`config.mk`:
```
export PLATFORM = sky130hd
export DESIGN_NAME = debounce_mc
export DESIGN_NICKNAME = d
export VERILOG_FILES = /design/src/rtl/debounce_mc.sv
export SDC_FILE = /design/constraint.sdc
export NUM_CORES = 1
export LEC_CHECK = 0
export CAP_MARGIN = 20
export CORE_ASPECT_RATIO = 1.1
export CORE_UTILIZATION = 50
export CTS_CLUSTER_DIAMETER = 150
export DETAILED_ROUTE_END_ITERATION = 8
export GPL_TIMING_DRIVEN = 0
export PLACE_DENSITY = 0.72
export SYNTH_ARGS = -nofsm -noshare
export SYNTH_HDL_FRONTEND = slang
export SYNTH_SLANG_ARGS = --single-unit
```
`constraint.sdc`:
```
create_clock -name clk -period 4.8 [get_ports clk]
set_input_delay 0.72 -clock clk [delete_from_list [all_inputs] [get_ports clk]]
set_output_delay 0.72 -clock clk [all_outputs]
set_load 0.1 [all_outputs]
```
`src/rtl/debounce_mc.sv`:
```
// debounce_mc: CH-channel synchroniser/debouncer with long-press detection and auto-repeat.
// All channels share one prescaled tick; each channel owns a debounce counter and a hold FSM.
module debounce_mc #(
   parameter int CH         = 4,
   parameter int INVERT     = 1,
   parameter int PRE_DIV    = 256,
   parameter int CW         = 16,
   parameter int DEB_TICKS  = 16,
   parameter int HOLD_TICKS = 2000,
   parameter int REP_TICKS  = 250
) (
   input  logic          clk,
   input  logic          rst,
   input  logic [CH-1:0] but,
   output logic [CH-1:0] signal,
   output logic [CH-1:0] sigup,
   output logic [CH-1:0] sigdn,
   output logic [CH-1:0] long_st,
   output logic [CH-1:0] rep,
   output logic          tick
);

   localparam int PW = (PRE_DIV > 1) ? $clog2(PRE_DIV) : 1;
   localparam logic [PW-1:0] PRE_LAST  = PW'(PRE_DIV - 1);
   localparam logic [CW-1:0] DEB_LAST  = CW'(DEB_TICKS - 1);
   localparam logic [CW-1:0] HOLD_LAST = CW'(HOLD_TICKS - 1);
   localparam logic [CW-1:0] REP_LAST  = (REP_TICKS > 0) ? CW'(REP_TICKS - 1) : '0;
   localparam longint CNT_MAX = (longint'(1) << CW) - 1;
   localparam bit CFG_OK = (CH >= 1) && (PRE_DIV >= 1) && (CW >= 1) && (CW <= 31) &&
                           (DEB_TICKS >= 1) && (DEB_TICKS <= CNT_MAX) &&
                           (HOLD_TICKS >= 1) && (HOLD_TICKS <= CNT_MAX) &&
                           (REP_TICKS >= 0) && (REP_TICKS <= CNT_MAX);

   typedef enum logic [1:0] {
      H_IDLE = 2'd0,
      H_HOLD = 2'd1,
      H_LONG = 2'd2
   } hold_state_e;

   logic [PW-1:0] pre_cnt_q, pre_cnt_d;
   logic [CH-1:0] s0_q, s0_d, s1_q, s1_d;
   logic [CH-1:0] signal_q, signal_d, sigup_q, sigup_d, sigdn_q, sigdn_d;
   logic [CH-1:0] long_st_q, long_st_d, rep_q, rep_d;
   logic [CW-1:0] deb_cnt_q  [CH];
   logic [CW-1:0] deb_cnt_d  [CH];
   logic [CW-1:0] hold_cnt_q [CH];
   logic [CW-1:0] hold_cnt_d [CH];
   hold_state_e   hold_st_q  [CH];
   hold_state_e   hold_st_d  [CH];

   assign tick = (pre_cnt_q == PRE_LAST);

   always_ff @(posedge clk) begin
      if (rst) begin
         pre_cnt_q <= '0;
         s0_q      <= '0;
         s1_q      <= '0;
         signal_q  <= '0;
         sigup_q   <= '0;
         sigdn_q   <= '0;
         long_st_q <= '0;
         rep_q     <= '0;
         for (int i = 0; i < CH; i++) begin
            deb_cnt_q[i]  <= '0;
            hold_cnt_q[i] <= '0;
            hold_st_q[i]  <= H_IDLE;
         end
      end else begin
         pre_cnt_q <= pre_cnt_d;
         s0_q      <= s0_d;
         s1_q      <= s1_d;
         signal_q  <= signal_d;
         sigup_q   <= sigup_d;
         sigdn_q   <= sigdn_d;
         long_st_q <= long_st_d;
         rep_q     <= rep_d;
         for (int i = 0; i < CH; i++) begin
            deb_cnt_q[i]  <= deb_cnt_d[i];
            hold_cnt_q[i] <= hold_cnt_d[i];
            hold_st_q[i]  <= hold_st_d[i];
         end
      end
   end

   // Prescaler, synchroniser and debounce; a disagreement must survive DEB_TICKS ticks.
   always_comb begin
      pre_cnt_d = tick ? '0 : pre_cnt_q + 1'b1;
      s0_d      = (INVERT != 0) ? ~but : but;
      s1_d      = s0_q;
      signal_d  = signal_q;
      sigup_d   = '0;
      sigdn_d   = '0;
      for (int i = 0; i < CH; i++) begin
         deb_cnt_d[i] = deb_cnt_q[i];
         if (signal_q[i] == s1_q[i]) begin
            deb_cnt_d[i] = '0;
         end else if (tick) begin
            if (deb_cnt_q[i] == DEB_LAST) begin
               signal_d[i]  = s1_q[i];
               deb_cnt_d[i] = '0;
               sigup_d[i]   = s1_q[i];
               sigdn_d[i]   = ~s1_q[i];
            end else begin
               deb_cnt_d[i] = deb_cnt_q[i] + 1'b1;
            end
         end
      end
   end

   // Hold FSM reacts to the same-edge press/release so long_st drops together with signal.
   always_comb begin
      long_st_d = long_st_q;
      rep_d     = '0;
      for (int i = 0; i < CH; i++) begin
         hold_st_d[i]  = hold_st_q[i];
         hold_cnt_d[i] = hold_cnt_q[i];
         case (hold_st_q[i])
            H_IDLE: begin
               if (sigup_d[i]) begin
                  hold_st_d[i]  = H_HOLD;
                  hold_cnt_d[i] = '0;
               end
            end
            H_HOLD: begin
               if (tick) begin
                  if (hold_cnt_q[i] == HOLD_LAST) begin
                     hold_st_d[i]  = H_LONG;
                     hold_cnt_d[i] = '0;
                     long_st_d[i]  = 1'b1;
                     rep_d[i]      = 1'b1;
                  end else begin
                     hold_cnt_d[i] = hold_cnt_q[i] + 1'b1;
                  end
               end
            end
            H_LONG: begin
               if (tick && (REP_TICKS > 0)) begin
                  if (hold_cnt_q[i] == REP_LAST) begin
                     hold_cnt_d[i] = '0;
                     rep_d[i]      = 1'b1;
                  end else begin
                     hold_cnt_d[i] = hold_cnt_q[i] + 1'b1;
                  end
               end
            end
            default: hold_st_d[i] = H_IDLE;
         endcase
         if (sigdn_d[i]) begin
            hold_st_d[i]  = H_IDLE;
            hold_cnt_d[i] = '0;
            long_st_d[i]  = 1'b0;
            rep_d[i]      = 1'b0;
         end
      end
   end

   assign signal  = signal_q;
   assign sigup   = sigup_q;
   assign sigdn   = sigdn_q;
   assign long_st = long_st_q;
   assign rep     = rep_q;

   always_ff @(posedge clk) begin : cfg_check
      assert (CFG_OK) else $error("debounce_mc: parameter out of range");
   end

endmodule
```
==> reports/results.txt, run 1 <==
Post-synth ARST share = 0%
Switching part of the total power = 21.63%
Power per standard cell area = 293.1 nW/µm²
Via count = 7592
Met1 usage = 31.48%
HP Class = flop to flop
Detailed placer's ending HPWL = 13690 µm
Overall power of the completed layout = 0.002847 W
Antenna cells = 0
Fraction of layout instances using a drive strength above 1 = 5.643%
Setup crit end kind = output port
Highest attainable clock frequency = 0.2194 GHz
Core ar. = 16610 µm²
Total of flip-flops plus latches after synthesis = 172
Max-cap violation count = 0
Mean number of vias per cell = 5.795
Worst R2R Setup Slack = 1.80 ns
Worst path slowest cell = dlygate4sd2_1
Cell Rows = 49
Num CTS Buffers = 17
Unrepaired setup endpoints after global routing = false
Count of clock tree sinks = 172
Status = finished, final reports clean
Number of distinct library cell variants in the gate-level netlist after synthesis = 71
Met2 Resource Use GR = 36.73%
Setup TNS after final layout = 0 ns
NumNets Final = 1103
Insertion delay to the later sink of the worst-skew pair = 0.43 ns
Share of total power in combinational logic = 2.6%
Chip Height = 139.6 µm
Number of enable-type register cells in the synthesized netlist = 0
Detail-routed net length per standard cell = 15.08 µm
Internal power summed over all cells = 0.002231 W
Die width = 127.1 µm
Gate count after technology mapping = 1025
Clock-pin slew on the worst setup and hold paths = 0.06 ns
Number of failing hold endpoints at the final stage = 0
Wirelength, routed = 19760 µm
Shortest period the worst path allows = 4.558 ns
Worst-case clock buffer depth = 2
Gr ovfl total = 0
Proportion of synthesized chip area in sequential cells = 39.99%
Cell-by-cell listing of the critical path = ha_1, and4_1, nand2_1, inv_1, buf_2, buf_1, dlygate4sd2_1
Longest individual stage delay on the worst path = 0.93 ns
Worst Path Arrival = 3.84 ns
Final core utilization = 58.46%
Top Usage Layer GRT = met2
Switch Pwr = 0.0006157 W
Fin crit share = 94.95%
Start of the worst register-to-register path = pre_cnt_q[0]$_SDFF_PP0_
Hold Path Origin = s0_q[3]$_SDFF_PP0_
Clock network fraction of total power = 46.9%
Worst setup path class = flop to output port
Initial standard-cell utilization of the core = 51.82%
Average size of a mapped cell = 8.400 µm²
Critical path endpoint = tick
Max-slew headroom = 27.98%
Clock skew = 0.008225 ns
Worst Tran Pin Value = 1.070 ns
Top_reg_cell synth = dfxtp_1
Post-Synthesis Net Count = 1059
Most common cell after layout, fill and taps aside = dfxtp_1
Cell type group with the largest total delay on the critical path = buffers and inverters
Area growth from synthesis to final layout = 12.82%
Number of logic stages on the critical path including buffering = 7
Highest-count cells in the layout ignoring fill and taps = dfxtp_1 (172), nor2_1 (128), nand2_1 (82), nand3_1 (66), a21oi_1 (53)
Mapped cell area = 8610 µm²
Count of TritonRoute iterations in the first routing pass = 7
Logic depth of the worst register-to-register path = 9
DIE AREA = 17750 µm²
Gpl congestion = 0.8860
P_leak = 3.347 nW
Met3 Usage GRT = 3.806%
Worst IR Drop VDD = 0.0002773 V
Hold Worst Slack = 0.4394 ns
Count of nets left with antenna violations after detail routing = 0
Maximum fanout encountered on the critical timing path = 10
Warnings from Yosys = 0
Worst flop-to-flop path endpoint = deb_cnt_q[2][2]$_SDFFE_PP0P_
H-tree depth = 4
Pin count of the biggest net entering global routing = 17
Count of buffer and inverter cells on the critical path = 4
Type of element launching the critical path = flop
# port buffers = 25
Launching instance or port of the critical path = pre_cnt_q[0]$_SDFF_PP0_
Required time at the endpoint of the critical path = 4.08 ns
Endpoints failing setup = 0
Initial DRC count = 515
Global routing usage summed across all routing layers = 23.07%
Wire length of the first global-routing pass = 33240 µm
Pins over their slew limit = 0
Antenna violations before repair = 0
Sequential share of power = 50.5%
CTS tree = built
Number of ports placed on the die boundary = 27
Residual DRC = 0
Clock Tree Root = clkbuf_16
Via count of the first global-routing pass = 6898
per-stage QoR:
stage          cell area (µm²)  setup slack (ns)  instances
6_report                  9713            0.2424       1310
5_1_grt                   9713            0.1233       1310
4_1_cts                   9713            0.2186       1310
3_5_place_dp              9146            0.3539       1279
3_3_place_gp              9146            0.3032       1279
2_1_floorplan             8610             1.745       1025
metal layers:
layer	vias to the layer above	wire [µm]
met2	169	9119
li1	3814	-
met1	3584	9645
met4	0	282
met5	-	0
met3	25	711
power by group through the flow:
stage               Clock, W  Combinational (W)  Sequential (W)
detailed placement         0          0.0000711         0.00147
finish               0.00134          0.0000728         0.00144
global route         0.00143          0.0000796         0.00144
global placement           0          0.0000711         0.00147
floorplan                  0          0.0000497         0.00147
CTS                  0.00136          0.0000717         0.00144
kinds of logic after synthesis:
family          count (synthesis)  synth area share [%]
flops                         172                 39.99
buf+inv                        64                 2.950
fa+ha+maj                      28                 4.069
mux                            13                 1.526
compound gates                176                 13.70
xor+xnor                       64                 6.511
simple gates                  508                 31.25
sequential cells by signal, summed over array words and instances, names as in the netlist:
register,count
s0_q,4
s1_q,4
signal,4
rep,4
long_st,4
hold_st_q,8
pre_cnt_q,8
deb_cnt_q,64
sigup,4
sigdn,4
hold_cnt_q,64
area by class of cell:
type                            instances  area (µm²)
Buffer                                 36       148.9
Inverter                               28       105.1
Sequential cell                       172        3443
Clock buffer                           20       446.7
Tap cell                              229       286.5
Clock inverter                         11       121.4
Fill cell                            1522        6902
Timing Repair Buffer                   25       249.0
Multi-Input combinational cell        789        4912
how the worst min path moves through the flow:
stage	to	slack, ns	cells after the start
5_1_grt	s1_q[3]$_SDFF_PP0_	0.47	1
4_1_cts	s1_q[3]$_SDFF_PP0_	0.44	1
2_1_floorplan	s1_q[0]$_SDFF_PP0_	0.41	1
3_5_place_dp	s1_q[3]$_SDFF_PP0_	0.42	1
6_report	s1_q[3]$_SDFF_PP0_	0.44	1
3_3_place_gp	s1_q[3]$_SDFF_PP0_	0.42	1
synthesized netlist by cell type, types with 5 or more instances:
master / number / area (µm²)
nor2_1: 128 / 480.5
a21oi_1: 53 / 265.3
a31oi_1: 14 / 87.58
clkbuf_1: 29 / 108.9
a32oi_1: 5 / 43.79
or2_2: 5 / 31.28
or4_1: 9 / 67.56
and3_1: 36 / 225.2
and4b_1: 5 / 50.05
nor4_1: 19 / 118.9
nand3b_1: 5 / 37.54
nor3_1: 32 / 160.2
a31o_2: 8 / 70.07
nor2b_1: 16 / 100.1
dfxtp_1: 172 / 3443
o211ai_1: 5 / 37.54
and4_1: 15 / 131.4
nand3_1: 66 / 330.3
inv_1: 28 / 105.1
and2_1: 9 / 56.30
nand2_1: 82 / 307.8
a41oi_1: 5 / 43.79
mux2i_1: 12 / 120.1
nand2b_1: 10 / 62.56
a22o_1: 7 / 61.31
o21ai_0: 34 / 170.2
nand4_1: 30 / 187.7
a32o_1: 7 / 70.07
o41ai_1: 6 / 52.55
xor2_1: 40 / 350.3
or3_1: 16 / 100.1
xnor2_1: 24 / 210.2
ha_1: 28 / 350.3
what timing repair did:
action / 4_1_cts / 5_1_grt
gates resized for setup: 1 / 0
hold endpoints to repair: 0 / 0
hold buffers: 0 / 0
setup endpoints to repair: 1 / 0
setup buffers: 0 / 0
worst register-to-register path: stages (launching register included):
cell,delay (ns)
dfxtp_1,0.38
ha_1,0.29
and4_1,0.30
nand2_1,0.26
inv_1,0.34
buf_2,0.34
buf_1,0.59
nand2_1,0.16
xnor2_1,0.17
nor2_1,0.05
Note: power is estimated with default switching activity, not from simulation.
==> inputs of run 2 (changes only) <==
Settings changed: CTS_CLUSTER_SIZE set to 8.
==> results of run 2 <==
Same layout as run 1: the final DEF is identical, and so are final timing and power.
==> inputs of run 3 (changes only) <==
Settings changed: CTS_CLUSTER_DIAMETER 150 to 120, SLEW_MARGIN set to 30.
==> run 3 against run 2 <==
  * Total power about the same
  * Final cell count stayed put
  * Clock skew is 0.0010 ns lower
  * Sequential share of layout area barely moved
  * Routed wire length about the same
  * Flip-flop and latch count did not move
  * Worst setup slack improved by 0.0046 ns
  * First-iteration DRC count shrank 9.9%
  * Fmax grew 0.10%
  * Die area unchanged
  * Clock power about the same
  * Global-route usage unchanged
  * Critical endpoint unchanged
  * Largest cell class unchanged
==> reports/results.txt, run 3 (same netlist as run 1, synthesis figures left out) <==
Pin count of the biggest net entering global routing = 17 (unchanged)
Antenna violations before repair = 0 (unchanged)
Via count = 7618 (+0.34%)
Type of element launching the critical path = flop
Endpoints failing setup = 0 (unchanged)
Most common cell after layout, fill and taps aside = dfxtp_1
Initial standard-cell utilization of the core = 51.82% (unchanged)
Worst IR Drop VDD = 0.0002773 V (about the same)
Max-slew headroom = 34.54% (+6.6 points)
Worst Path Arrival = 3.83 ns (about the same)
Antenna cells = 0 (unchanged)
Highest attainable clock frequency = 0.2196 GHz (+0.10%)
Worst path slowest cell = dlygate4sd2_1
NumNets Final = 1103 (unchanged)
Setup TNS after final layout = 0 ns (unchanged)
Combined area of the multi-input logic cells = 4918 µm² (+0.13%)
Cell Rows = 49 (unchanged)
Num CTS Buffers = 17 (unchanged)
Number of ports placed on the die boundary = 27 (unchanged)
Fraction of layout instances using a drive strength above 1 = 5.735% (+0.093 points)
Clock skew = 0.007220 ns (-0.001005 ns)
Count of clock tree sinks = 172 (unchanged)
Cell type group with the largest total delay on the critical path = buffers and inverters
Required time at the endpoint of the critical path = 4.08 ns (about the same)
Maximum fanout encountered on the critical timing path = 10 (unchanged)
Sequential cell area = 3443 µm² (unchanged)
Core ar. = 16610 µm² (unchanged)
Unrepaired setup endpoints after global routing = false
Clock-pin slew on the worst setup and hold paths = 0.06 ns (about the same)
Count of nets left with antenna violations after detail routing = 0 (unchanged)
Wirelength, routed = 19750 µm (about the same)
CTS tree = built
Chip Height = 139.6 µm (unchanged)
Worst setup path class = flop to output port
Gr ovfl total = 0 (unchanged)
Wire length of the first global-routing pass = 33240 µm (unchanged)
Global routing usage summed across all routing layers = 23.07% (unchanged)
# port buffers = 25 (unchanged)
Longest individual stage delay on the worst path = 0.93 ns (about the same)
Initial DRC count = 464 (-9.9%)
Clock Tree Root = clkbuf_16
Number of failing hold endpoints at the final stage = 0 (unchanged)
DIE AREA = 17750 µm² (unchanged)
HP Class = flop to flop
Gpl congestion = 0.8860 (unchanged)
Worst Setup Slack, final = 0.2471 ns (+0.004648 ns)
Top flop regs = deb_cnt_q: 64 flops, hold_cnt_q: 64 flops
Worst-case clock buffer depth = 2 (unchanged)
H-tree depth = 4 (unchanged)
Shortest period the worst path allows = 4.553 ns (-0.004648 ns)
Detail-routed net length per standard cell = 15.07 µm (about the same)
Fin crit share = 94.85% (-0.097 points)
Die width = 127.1 µm (unchanged)
Status = finished, final reports clean
Post-place setup slack = 0.3539 ns (unchanged)
Via count of the first global-routing pass = 6898 (unchanged)
Cell-by-cell listing of the critical path = ha_1, and4_1, nand2_1, inv_1, buf_2, buf_1, dlygate4sd2_1
Highest-count cells in the layout ignoring fill and taps = dfxtp_1 (172), nor2_1 (128), nand2_1 (82), nand3_1 (66), a21oi_1 (53)
Worst Tran Pin Value = 0.9744 ns (-0.09613 ns)
Residual DRC = 0 (unchanged)
Total of hold buffers inserted after clock tree synthesis = 0 (unchanged)
Count of TritonRoute iterations in the first routing pass = 7 (unchanged)
Max-cap violation count = 0 (unchanged)
Overall power of the completed layout = 0.002846 W (about the same)
Power per standard cell area = 292.8 nW/µm² (about the same)
Detailed placer's ending HPWL = 13690 µm (unchanged)
Filler cells = 1521 (-0.066%)
Insertion delay to the later sink of the worst-skew pair = 0.43 ns (about the same)
Count of buffer and inverter cells on the critical path = 4 (unchanged)
Pins over their slew limit = 0 (unchanged)
P_leak = 3.347 nW (about the same)
Setup crit end kind = output port
Mean number of vias per cell = 5.815 (+0.34%)
Final core utilization = 58.50% (about the same)
Area growth from synthesis to final layout = 12.89% (about the same)
run 3: cell count changes in the layout (fill, tap and decap cells not counted):
cell	delta
nor4_1	-1
nor4_2	+1
run 3: metrics by stage:
step / cell area, µm² / cells / hold slack (ns)
after floorplan: 8610 / 1025 / 0.4138
after global placement: 9146 / 1279 / 0.4165
after detailed placement: 9146 / 1279 / 0.4237
after CTS: 9713 / 1310 / 0.4380
after global routing: 9719 / 1310 / 0.4701
final: 9719 / 1310 / 0.4394
run 3: path summary, 6_finish.rpt:
path,slack (ns),cells past startpoint,start,to
hold / removal,0.44,1,s0_q[3]$_SDFF_PP0_,s1_q[3]$_SDFF_PP0_
setup reg to reg,1.81,9,pre_cnt_q[0]$_SDFF_PP0_,deb_cnt_q[2][2]$_SDFFE_PP0P_
hold reg to reg,0.44,1,s0_q[3]$_SDFF_PP0_,s1_q[3]$_SDFF_PP0_
setup / recovery,0.25,7,pre_cnt_q[0]$_SDFF_PP0_,tick
run 3: layout make-up:
cell class | count | share of cell area [%]
clock buffers | 20 | 4.596
flip-flops and latches | 172 | 35.43
repair buffers | 25 | 2.562
inverters | 28 | 1.081
plain buffers | 36 | 1.532
clock inverters | 11 | 1.249
multi-input cells | 789 | 50.61
well taps | 229 | 2.948
run 3: per-layer routing:
metal,global-route usage (%),wire length [µm],vias to the layer above
li1,-,-,3817
met1,31.48,9713,3600
met2,36.73,9063,176
met3,3.806,690,25
met4,8.208,282,0
met5,0,0,-
run 3: report_power, final:
| part | total, W | internal (W) | switching [W] |
|---|---|---|---|
| sequential | 0.00144 | 0.00143 | 0.00000462 |
| clock | 0.00134 | 0.000774 | 0.000562 |
| combinational | 0.0000727 | 0.0000240 | 0.0000487 |
| total | 0.00285 | 0.00223 | 0.000615 |
run 3: timing repair:
action / CTS / global route
endpoints found under the setup margin: 1 / 0
setup buffers: 0 / 0
resized for setup: 1 / 0
